[src/rtl/cnn_state_update_pkg.sv]
// Shared definitions for the cellular-network state integrator: FSM encoding,
// default geometry and the width helpers used to size the MAC and update datapath.
package cnn_state_update_pkg;

    localparam int DEF_WIDTH = 9;
    localparam int DEF_TAPS  = 9;
    localparam int DEF_SHIFT = 3;
    localparam int DEF_ITER  = 16;

    typedef logic [1:0] state_t;

    localparam state_t ST_IDLE   = 2'd0;
    localparam state_t ST_ACCUM  = 2'd1;
    localparam state_t ST_UPDATE = 2'd2;
    localparam state_t ST_OUTPUT = 2'd3;

    // Accumulator holds TAPS sums of two 2*WIDTH products without overflow.
    function automatic int acc_w(input int width, input int taps);
        return 2 * width + $clog2(2 * taps);
    endfunction

    // acc + z - x needs two guard bits above the accumulator.
    function automatic int dx_w(input int width, input int taps);
        return acc_w(width, taps) + 2;
    endfunction

    localparam int ACC_W = acc_w(DEF_WIDTH, DEF_TAPS);
    localparam int DX_W  = dx_w(DEF_WIDTH, DEF_TAPS);

    localparam logic signed [2*DEF_WIDTH-1:0] SAT_MAX = {1'b0, {(2*DEF_WIDTH-1){1'b1}}};
    localparam logic signed [2*DEF_WIDTH-1:0] SAT_MIN = {1'b1, {(2*DEF_WIDTH-1){1'b0}}};

endpackage

[src/rtl/cnn_state_update_eq2.sv]
// Piecewise-linear cell output: clamps the integer state to {-1, 0, +1}.
module cnn_state_update_eq2 #(
    parameter int W = 18
) (
    input  logic signed [W-1:0] x,
    output logic signed [W-1:0] y
);

    assign y = x[W-1] ? '1 : ((|x) ? W'(1) : '0);

endmodule

[src/rtl/cnn_state_update.sv]
// One cellular-network cell: accumulates a*y + b*u over the neighbourhood, takes an
// Euler step of the state toward acc + z, and streams the saturated state and its output.
module cnn_state_update
    import cnn_state_update_pkg::*;
#(
    parameter int WIDTH = DEF_WIDTH,
    parameter int TAPS  = DEF_TAPS,
    parameter int SHIFT = DEF_SHIFT,
    parameter int ITER  = DEF_ITER
) (
    input  logic                      clk,
    input  logic                      rst_n,
    input  logic                      init_valid,
    output logic                      init_ready,
    input  logic signed [2*WIDTH-1:0] x_init,
    input  logic signed [2*WIDTH-1:0] z_bias,
    input  logic                      tap_valid,
    output logic                      tap_ready,
    input  logic signed [WIDTH-1:0]   tap_a,
    input  logic signed [WIDTH-1:0]   tap_y,
    input  logic signed [WIDTH-1:0]   tap_b,
    input  logic signed [WIDTH-1:0]   tap_u,
    output logic                      out_valid,
    input  logic                      out_ready,
    output logic signed [2*WIDTH-1:0] x_out,
    output logic signed [2*WIDTH-1:0] y_out,
    output logic                      out_last
);

    localparam int XW  = 2 * WIDTH;
    localparam int AW  = acc_w(WIDTH, TAPS);
    localparam int DW  = dx_w(WIDTH, TAPS);
    localparam int TCW = $clog2(TAPS + 1);
    localparam int ICW = $clog2(ITER + 1);
    localparam logic [TCW-1:0] TAP_LAST  = TCW'(TAPS - 1);
    localparam logic [ICW-1:0] ITER_LAST = ICW'(ITER - 1);

    state_t                state;
    logic signed [XW-1:0]  x;
    logic signed [XW-1:0]  z;
    logic signed [AW-1:0]  acc;
    logic [TCW-1:0]        tap_cnt;
    logic [ICW-1:0]        iter_cnt;

    logic signed [XW-1:0]  p_ay;
    logic signed [XW-1:0]  p_bu;
    logic signed [AW-1:0]  acc_next;
    logic signed [DW-1:0]  dx;
    logic signed [DW-1:0]  step;
    logic signed [DW:0]    x_sum;
    logic signed [XW-1:0]  x_sat;
    logic                  sum_fits;

    // NOTE: every combinational output is assigned on every path, so no latch can form.
    always_comb begin
        p_ay     = $signed({{WIDTH{tap_a[WIDTH-1]}}, tap_a}) * $signed({{WIDTH{tap_y[WIDTH-1]}}, tap_y});
        p_bu     = $signed({{WIDTH{tap_b[WIDTH-1]}}, tap_b}) * $signed({{WIDTH{tap_u[WIDTH-1]}}, tap_u});
        acc_next = acc + $signed({{(AW-XW){p_ay[XW-1]}}, p_ay})
                       + $signed({{(AW-XW){p_bu[XW-1]}}, p_bu});
        dx       = $signed({{(DW-AW){acc[AW-1]}}, acc})
                 + $signed({{(DW-XW){z[XW-1]}}, z})
                 - $signed({{(DW-XW){x[XW-1]}}, x});
        step     = dx >>> SHIFT;
        x_sum    = $signed({{(DW+1-XW){x[XW-1]}}, x}) + $signed({step[DW-1], step});
        // The sum fits when every bit above the target sign bit matches it.
        sum_fits = (&x_sum[DW:XW-1]) | ~(|x_sum[DW:XW-1]);
        if (sum_fits) begin
            x_sat = x_sum[XW-1:0];
        end else if (x_sum[DW]) begin
            x_sat = {1'b1, {(XW-1){1'b0}}};
        end else begin
            x_sat = {1'b0, {(XW-1){1'b1}}};
        end
    end

    // NOTE: state registers use non-blocking assignments so all updates see pre-edge values.
    always_ff @(posedge clk or negedge rst_n) begin
        if (!rst_n) begin
            state    <= ST_IDLE;
            x        <= '0;
            z        <= '0;
            acc      <= '0;
            tap_cnt  <= '0;
            iter_cnt <= '0;
        end else begin
            case (state)
                ST_IDLE: begin
                    if (init_valid) begin
                        x        <= x_init;
                        z        <= z_bias;
                        acc      <= '0;
                        tap_cnt  <= '0;
                        iter_cnt <= '0;
                        state    <= ST_ACCUM;
                    end
                end
                ST_ACCUM: begin
                    if (tap_valid) begin
                        acc     <= acc_next;
                        tap_cnt <= tap_cnt + TCW'(1);
                        if (tap_cnt == TAP_LAST) state <= ST_UPDATE;
                    end
                end
                ST_UPDATE: begin
                    x       <= x_sat;
                    acc     <= '0;
                    tap_cnt <= '0;
                    state   <= ST_OUTPUT;
                end
                ST_OUTPUT: begin
                    if (out_ready) begin
                        if (iter_cnt == ITER_LAST) begin
                            state <= ST_IDLE;
                        end else begin
                            iter_cnt <= iter_cnt + ICW'(1);
                            state    <= ST_ACCUM;
                        end
                    end
                end
                default: state <= ST_IDLE;
            endcase
        end
    end

    assign init_ready = (state == ST_IDLE);
    assign tap_ready  = (state == ST_ACCUM);
    assign out_valid  = (state == ST_OUTPUT);
    assign x_out      = out_valid ? x : '0;
    assign out_last   = out_valid && (iter_cnt == ITER_LAST);

    cnn_state_update_eq2 #(.W(XW)) u_eq2 (
        .x (x_out),
        .y (y_out)
    );

endmodule

[config.mk]
export PLATFORM = sky130hd
export DESIGN_NAME = cnn_state_update
export DESIGN_NICKNAME = d
export VERILOG_FILES = /design/src/rtl/cnn_state_update_pkg.sv /design/src/rtl/cnn_state_update_eq2.sv /design/src/rtl/cnn_state_update.sv
export SDC_FILE = /design/constraint.sdc
export NUM_CORES = 1
export LEC_CHECK = 0
export CAP_MARGIN = 20
export CORE_UTILIZATION = 25
export DETAILED_ROUTE_END_ITERATION = 10
export SYNTH_ARGS = -nofsm -noshare
export SYNTH_HDL_FRONTEND = slang
export SYNTH_HIERARCHICAL = 1
export SYNTH_SLANG_ARGS = --single-unit
[constraint.sdc]
create_clock -name clk -period 16.5 [get_ports clk]
set_clock_uncertainty 0.1 [all_clocks]
set_input_delay 2.475 -clock clk [delete_from_list [all_inputs] [get_ports clk]]
set_output_delay 2.475 -clock clk [all_outputs]
set_load 0.005 [all_outputs]
==> metrics.cfg <==
[global_route]
grt_pass1_wl_mm=55.4
grt_pass1_vias=10748
track_usage_pct=13.0
grt_max_degree=71
grt-ovfl-total=0
antenna_found_initial=1

[clocking]
cts_setup_buffers=0
cts_buffer_depth=2
cts-root-buf=clkbuf_16
cts_buffers=9
clock-sinks=70
htreeDepth=3
cts_tree=yes
worstSkewPairLatency_ns=0.35
cts-hold-fix-buffers=0
cts.repair.resized=0
clkTransAtPathRegs_ns=0.06

[synthesis]
synth-edff-count=0
syn_avg_cell_area_um2=9.18
ys_warn_count=6
synth-seq-area-share_pct=13.1
ys_seq_elements=70
synth.cell_area_um2=13300
synth_flop_cell=dfrtp_1
async_reset_ff_share_pct=100
synth.net_count=1896
synth_cell_types=59
synthCells=1454

[routing]
drt_iter0_drc=519
ant_nets=0
drc=0
vias=9872
wl_per_cell_um=15.0
drt-total-wl_mm=33.4
viasPerCell=4.42
drt-pass1-iter-count=5

[cells_and_area]
regArea_um2=1750
fin_nets=1979
area_growth_pct=15.6
drive_above_1_share_pct=2.98
instances_no_fill=2231
multiInputGateArea_um2=10100
fill_cells=5562

[critical_path]
worstPathCellList=clkdlybuf4s50_1, nand2_1, inv_1, fa_1, fa_1, fa_1, fa_1, fa_1, fa_1, ha_1, ha_1, a21o_1, a21oi_1, o21bai_1, or4b_1, o211a_1, a211o_1, a21oi_1, xnor2_1, or3_1, o21ai_0
cp_data_required_time_ns=16.67
worst-r2r-setup-slack_ns=9.77
timing.critical_path.mode_cell=fa_1
r2r-start=x[4]
path_max_fanout=9
critPathCaptureType=flop
startpoint=tap_u[0]
crit_slowest_cell=fa_1
cp-endpoint=acc[22]
startpoint_type=primary input
arrival_ns=9.66
slowest_delay_ns=0.92
timing.rr.end=x[3]
critPathKind=primary input to flop
rr_worst_depth=23

[sta]
slew_headroom_pct=28.8
hold_ws_ns=0.373
grt_setup_unrepaired=no
fin_tns_setup_ns=0
period_needed_ns=9.49
fin_ws_ns=7.01
drv_slew=0
setup_violations=0
fmax_ghz=0.105
tightest_slew_ns=1.06
fin_crit_sh_pct=57.5
hold_viol=0

[floorplanning]
row_count=84
coreArea_um2=52700
die_x_um=233
start_util_pct=25.3
io_pins=117
die_y_um=233
die_area_um2=54300

[placement]
dp.cells=2214
hpwl_mm=29.1
place_ws_ns=6.64
portBuffers=116
gp_congestion=0.873

[outcome]
status=finished, final reports clean

[hold_path]
holdCritPathClass=flop to flop
min_from=acc[4]

[job]
maxCapViolations=0

## routing by layer
metal | vias to the layer above | wire length [um] | global-route usage (%)
met4 | 0 | 779 | 4.17
met3 | 42 | 1140 | 1.33
met2 | 188 | 16700 | 22.5
met5 | - | 0 | 0
li1 | 4702 | - | -
met1 | 4940 | 14800 | 16.9
## critical path, delay by kind of cell
family,cells,cell delay (ns)
AOI/OAI and AO/OA,7,1.18
buffers and inverters,2,0.66
xor gates and xnor gates,1,0.10
and+or+nand+nor,3,1.04
adders and majority gates,8,4.23
## registers in the layout (all words and copies together) (netlist names)
name      cells
acc          23
x            18
z            18
iter_cnt      5
tap_cnt       4
state         2
## cells by family after synthesis
kind of cell	share of synthesized area, %
adder cells (fa/ha/maj)	47.3
XOR/XNOR	3.54
flip-flops	13.1
multiplexers	1.83
AO/OA/AOI/OAI	8.62
AND/OR/NAND/NOR	14.6
buffers and inverters	10.9
## cells in the mapped netlist, types with 2 or more instances
cell type | instances | area (um2)
a22o_1 | 3 | 26.3
dfrtp_1 | 70 | 1750
a31oi_1 | 6 | 37.5
nand4_1 | 2 | 12.5
nand2b_1 | 15 | 93.8
nand2_1 | 108 | 405
nor2_1 | 69 | 259
o21ai_1 | 2 | 10.0
a211o_1 | 3 | 26.3
a21o_1 | 15 | 113
a221oi_1 | 2 | 17.5
o21a_1 | 8 | 60.1
o2bb2ai_1 | 2 | 17.5
o21ai_0 | 38 | 190
a2111oi_0 | 2 | 17.5
fa_1 | 233 | 4660
o211ai_1 | 3 | 22.5
nor4_1 | 7 | 43.8
or4_1 | 3 | 22.5
a21oi_1 | 53 | 265
o22ai_1 | 14 | 87.6
and2_1 | 101 | 632
mux2_2 | 19 | 214
and3_1 | 6 | 37.5
xor2_1 | 22 | 193
o31a_1 | 3 | 26.3
clkbuf_1 | 31 | 116
o31ai_1 | 4 | 30.0
nand3_1 | 16 | 80.1
o21bai_1 | 4 | 30.0
a211oi_1 | 6 | 45.0
buf_4 | 17 | 128
or3_1 | 4 | 25.0
inv_1 | 321 | 1200
ha_1 | 132 | 1650
nor3b_1 | 3 | 22.5
or2_2 | 2 | 12.5
o41a_1 | 2 | 22.5
xnor2_1 | 32 | 280
nor2b_1 | 6 | 37.5
mux2i_1 | 3 | 30.0
nor3_1 | 45 | 225
## cells in the final DEF (no fill, tap or decap), types with 4 or more instances in the layout
master,netlist,layout
nor4_1,7,7
mux2_2,19,19
xnor2_1,32,32
o21bai_1,4,4
dfrtp_1,70,70
and2_1,101,101
nand2_1,108,108
xor2_1,22,22
nand2b_1,15,15
o21ai_0,38,38
clkbuf_16,0,9
a21oi_1,53,53
a211oi_1,6,6
and3_1,6,6
o31ai_1,4,4
a21o_1,15,15
nor3_1,45,45
fa_1,233,233
a31oi_1,6,6
or3_1,4,4
nor2_1,69,69
nand3_1,16,16
o22ai_1,14,14
nor2b_1,6,6
inv_1,321,321
ha_1,132,132
buf_4,17,5
o21a_1,8,8
clkdlybuf4s50_1,0,115
## through the flow
stage / area (um2) / util, %
6_report: 15400 / 29.3
4_1_cts: 15400 / 29.3
3_3_place_gp: 15200 / 28.8
2_1_floorplan: 13300 / -
5_1_grt: 15400 / 29.3
3_5_place_dp: 15200 / 28.8
## cell type report
class,instances,share of cell area [%]
clock buffers,12,1.60
repair buffers,121,7.74
multi-input cells,1013,65.7
inverters,322,7.84
well taps,688,5.58
flip-flops and latches,70,11.4
diodes,1,0.0162
clock inverters,4,0.146
## worst min-delay path by stage
stage | to | slack (ns) | cells past startpoint
detailed placement | acc[4] | 0.37 | 2
floorplan | acc[4] | 0.35 | 2
finish | acc[4] | 0.37 | 2
global placement | acc[4] | 0.36 | 2
global route | z[5] | 0.42 | 1
CTS | acc[4] | 0.38 | 2
Power is not shown: default switching activity piles up to over one toggle a cycle in this logic, so the estimate is an artifact.
==> RTL edit 1, RTL diff (same settings) <==
Change the package constant `DEF_WIDTH` from 9 to 7.
--- a/src/rtl/cnn_state_update_pkg.sv
+++ b/src/rtl/cnn_state_update_pkg.sv
@@ -4,3 +4,3 @@
 
-    localparam int DEF_WIDTH = 9;
+    localparam int DEF_WIDTH = 7;
     localparam int DEF_TAPS  = 9;
Interface: changed (8 resized); port bits go from 117 to 93. No check against the original RTL was run, so the function may have changed too.
==> RTL edit 1 against the unedited design <==
Cell count down 19%; sequential share of layout area up 0.33 points; global-route usage down 0.95 points; final area down 19%; sequential cell count down 12; setup slack better by 0.56 ns; synthesized area down 20%; maximum frequency up 6.2%; via count down 21%; routed wire length down 26%; critical path type unchanged.
Power is left out: the tool's default activity adds up to more than one toggle a clock period on the data nets, which glitch-free logic cannot reach.
==> RTL edit 1: results (changes against the unedited design) <==
| Metric | Value |
|---|---|
| Synthesized net count | 1518 (was 1896) |
| Antenna cells | 0 (was 1) |
| Gpl congestion | 0.8177 (was 0.8727) |
| CP startpoint | tap_b[6] (was tap_u[0]) |
| Final wirelength | 24.82 mm (was 33.42 mm) |
| FMAX | 111.9 MHz (was 105.4 MHz) |
| Largest regs | acc: 19 flops, x: 14 flops, z: 14 flops (was acc: 23 flops, x: 18 flops, z: 18 flops) |
| First-pass GRT wire length | 42.64 mm (was 55.39 mm) |
| Least-Margin Pin Slew | 0.8331 ns (was 1.060 ns) |
| Nets | 1596 (was 1979) |
| Largest net degree at the start of global routing | 59 (was 71) |
| Hold WS | 0.3753 ns (was 0.3735 ns) |
| Synth warn | 6 (unchanged) |
| Placed standard-cell area | 0.01207 sq mm (was 0.01515 sq mm) |
| Post-synth top cells | inv_1, fa_1, ha_1 (unchanged) |
| CP max stage delay | 0.60 ns (was 0.92 ns) |
| Layout cells sized above 1 | 0.04556 (was 0.02983) |
| R2R depth | 21 (was 23) |
| I/O Buffers | 92 (was 116) |
| HPWL Detailed | 21.50 mm (was 29.10 mm) |
| Worst reg2reg startpoint | acc[4]$_DFFE_PN0P_ (was x[4]$_DFFE_PN0P_) |
| Via count | 7837 (was 9872) |
| Tot GR Track Use | 0.1205 (was 0.1300) |
| Synth cell types | 61 (was 59) |
| Reg2Reg Setup Slack | 10.42 ns (was 9.77 ns) |
| Sequential element share of the synthesized area | 0.1366 (was 0.1312) |
| Dpl cells | 1796 (was 2214) |
| Vias in the first global route | 8311 (was 10750) |
| Area Growth Syn to Fin | 16.95% (was 15.56%) |
| Status | completed (unchanged) |
| Initial antenna violation count | 0 (was 1) |
| Layout fillers | 4380 (was 5562) |
| Drt via density | 4.325 (was 4.425) |
| Hold_sp | acc[10]$_DFFE_PN0P_ (was acc[4]$_DFFE_PN0P_) |
| Slowest cell on crit path | clkdlybuf4s50_1 (was fa_1) |
| Synth top area cells | fa_1, dfrtp_1, ha_1 (unchanged) |
| Syn_area_per_cell | 8.927 sq um (was 9.179 sq um) |
| End of the worst register-to-register path | acc[17]$_DFFE_PN0P_ (was x[3]$_DFFE_PN0P_) |
| Maximum net fanout on the critical path | 10 (was 9) |
==> RTL edit 1: kinds of logic (layout without fill, tap and decap cells) <==
kind of cell	after synthesis	in the layout	share of synthesized area
XOR/XNOR	49	49	0.04040
AND/OR/NAND/NOR	291	291	0.1389
adder cells (fa/ha/maj)	267	267	0.4318
buffers and inverters	328	411	0.1223
flip-flops	58	58	0.1366
multiplexers	17	17	0.01790
AO/OA/AOI/OAI	180	180	0.1121
==> RTL edit 1: area by class of cell <==
| cell class | count | area share |
|---|---|---|
| tap | 539 | 0.05429 |
| timing repair buffer | 95 | 0.07584 |
| multi-input combinational | 804 | 0.6340 |
| sequential | 58 | 0.1168 |
| clock inverter | 5 | 0.008057 |
| clock buffer | 11 | 0.02034 |
| inverter | 300 | 0.09064 |
==> RTL edit 1: layer usage <==
layer,routed length (um),GRT usage
met5,0,0
met4,218,0.01916
met3,912,0.01389
met2,10950,0.1888
met1,12740,0.1799
==> RTL edit 2, RTL diff (config.mk and constraints unchanged) <==
Without the edit above. One comparison of `tap_cnt` changes from == to >=.
--- a/src/rtl/cnn_state_update.sv
+++ b/src/rtl/cnn_state_update.sv
@@ -100,3 +100,3 @@
                         tap_cnt <= tap_cnt + TCW'(1);
-                        if (tap_cnt == TAP_LAST) state <= ST_UPDATE;
+                        if (tap_cnt >= TAP_LAST) state <= ST_UPDATE;
                     end
Function: same outputs for any inputs over 10 cycles, from zero or initial values and one cycle with rst_n low; that may be too few to reach the edited logic, so the function may still have changed.
==> RTL edit 2 against the unedited design <==
Count of clock-buffer cells in the layout shrank 3; synthesized area grew 3.8%; final area grew 4.0%; global-route usage grew 0.27 points; setup slack gained 0.17 ns; routed wire length grew 7.1%; sequential cell count is the same; critical endpoint unchanged; largest cell class unchanged.
Power is left out: the tool's default activity adds up to more than one toggle a clock period on the data nets, which glitch-free logic cannot reach.
==> RTL edit 2: results (changes against the unedited design) <==
| Metric | Value |
|---|---|
| Slowest cell on crit path | fa_1 (unchanged) |
| Final-layout non-clock buffer area share | 0.07387 (was 0.07739) |
| I/O Buffers | 116 (unchanged) |
| Largest net degree at the start of global routing | 71 (unchanged) |
| Synth cell types | 64 (was 59) |
| Post-synthesis compound-gate area fraction | 0.1157 (was 0.08615) |
| Primary FF master, synth | dfrtp_1 (unchanged) |
| Maximum net fanout on the critical path | 9 (unchanged) |
| Asr flop ratio synth | 1.000 (unchanged) |
| Buffers excl. clock | 119 (was 121) |
| Sequential cell area share | 0.1092 (was 0.1136) |
| Top delay family on crit path | adder cells (unchanged) |
| Iter 0 DRT Violations | 522 (was 519) |
| HPWL Detailed | 30.95 mm (was 29.10 mm) |
| Sequential cells | 70 (unchanged) |
| Sequential element share of the synthesized area | 0.1264 (was 0.1312) |
| Antenna cells | 0 (was 1) |
| Tot GR Track Use | 0.1327 (was 0.1300) |
| Layout cells sized above 1 | 0.03870 (was 0.02983) |
| Clock tree cell share of total cell area | 0.02161 (was 0.01744) |
| Num CTS Buffers | 9 (unchanged) |
| Multi-input gate area | 0.01062 sq mm (was 0.01014 sq mm) |
| H-tree depth | 3 (unchanged) |
| Via count | 10420 (was 9872) |
| Tap cells | 739 (was 688) |
| Layout fillers | 5707 (was 5562) |
| CP arrival | 9.42 ns (was 9.66 ns) |
| Comb_multi_in | 1074 (was 1013) |
| Nets | 2039 (was 1979) |
| Worst min-delay path class | reg -> reg (unchanged) |
| Clk buf depth | 2 (unchanged) |
| Status | completed (unchanged) |
| Synth top area cells | fa_1, dfrtp_1, ha_1 (unchanged) |
| Worst slack, placed | 6.873 ns (was 6.635 ns) |
| CTS root buffer | clkbuf_16 (unchanged) |
| Wire per inst | 15.29 um (was 14.98 um) |
| Gpl congestion | 0.8713 (was 0.8727) |
| Mux share of post-synthesis cell area | 0.01535 (was 0.01828) |
| Synth warn | 6 (unchanged) |
| Least-Margin Pin Slew | 0.9641 ns (was 1.060 ns) |
| Post-synth top cells | inv_1, fa_1, ha_1 (unchanged) |
| Post-Syn Instances | 1521 (was 1454) |
| Synth Area in XOR/XNOR | 0.03602 (was 0.03544) |
| Clock Latency Late Sink | 0.34 ns |
| Vias in the first global route | 10980 (was 10750) |
| CP max stage delay | 0.94 ns (was 0.92 ns) |
| First-pass GRT wire length | 59.38 mm (was 55.39 mm) |
| Largest regs | acc: 23 flops, x: 18 flops, z: 18 flops (unchanged) |
| Cts repair resizes | 0 (unchanged) |
| # Post-CTS Setup Buffers | 0 (unchanged) |
| Post-Synth Adder-Cell Area | 0.4558 (was 0.4732) |
| Fin cells | 2341 (was 2231) |
| Logic inverters | 323 (was 322) |
| 1st-pass router iterations | 5 (unchanged) |
| Initial antenna violation count | 0 (was 1) |
| Post-route cell area | 0.01604 sq mm (was 0.01542 sq mm) |
| Clock slew at reported path FFs | 0.06 ns (about the same) |
| CTS tree | yes (unchanged) |
RTL edit 2: final timing paths:
kind,from,end,slack [ns],cells past startpoint
max,tap_u[0],acc[22]$_DFFE_PN0P_,7.17,19
min,acc[6]$_DFFE_PN0P_,acc[6]$_DFFE_PN0P_,0.38,2
max reg2reg,x[6]$_DFFE_PN0P_,x[0]$_DFFE_PN0P_,10.30,21
min reg2reg,acc[6]$_DFFE_PN0P_,acc[6]$_DFFE_PN0P_,0.38,2
max in group asynchronous,rst_n,acc[20]$_DFFE_PN0P_,13.52,1
min in group asynchronous,rst_n,iter_cnt[3]$_DFFE_PN0P_,2.18,1
RTL edit 2: worst min-delay path: stages, from the launching register on:
cell     delay, ns
dfrtp_1       0.34
nand2_1       0.04
o21ai_0       0.06
RTL edit 2: layer usage:
layer  up-vias  global-route usage  part of all wire
li1       4954                   -                 -
met1      5185              0.1919              0.48
met2       255              0.2176              0.47
met3        26             0.01150             0.036
met4         0             0.02209             0.012
met5         -                   0                 0
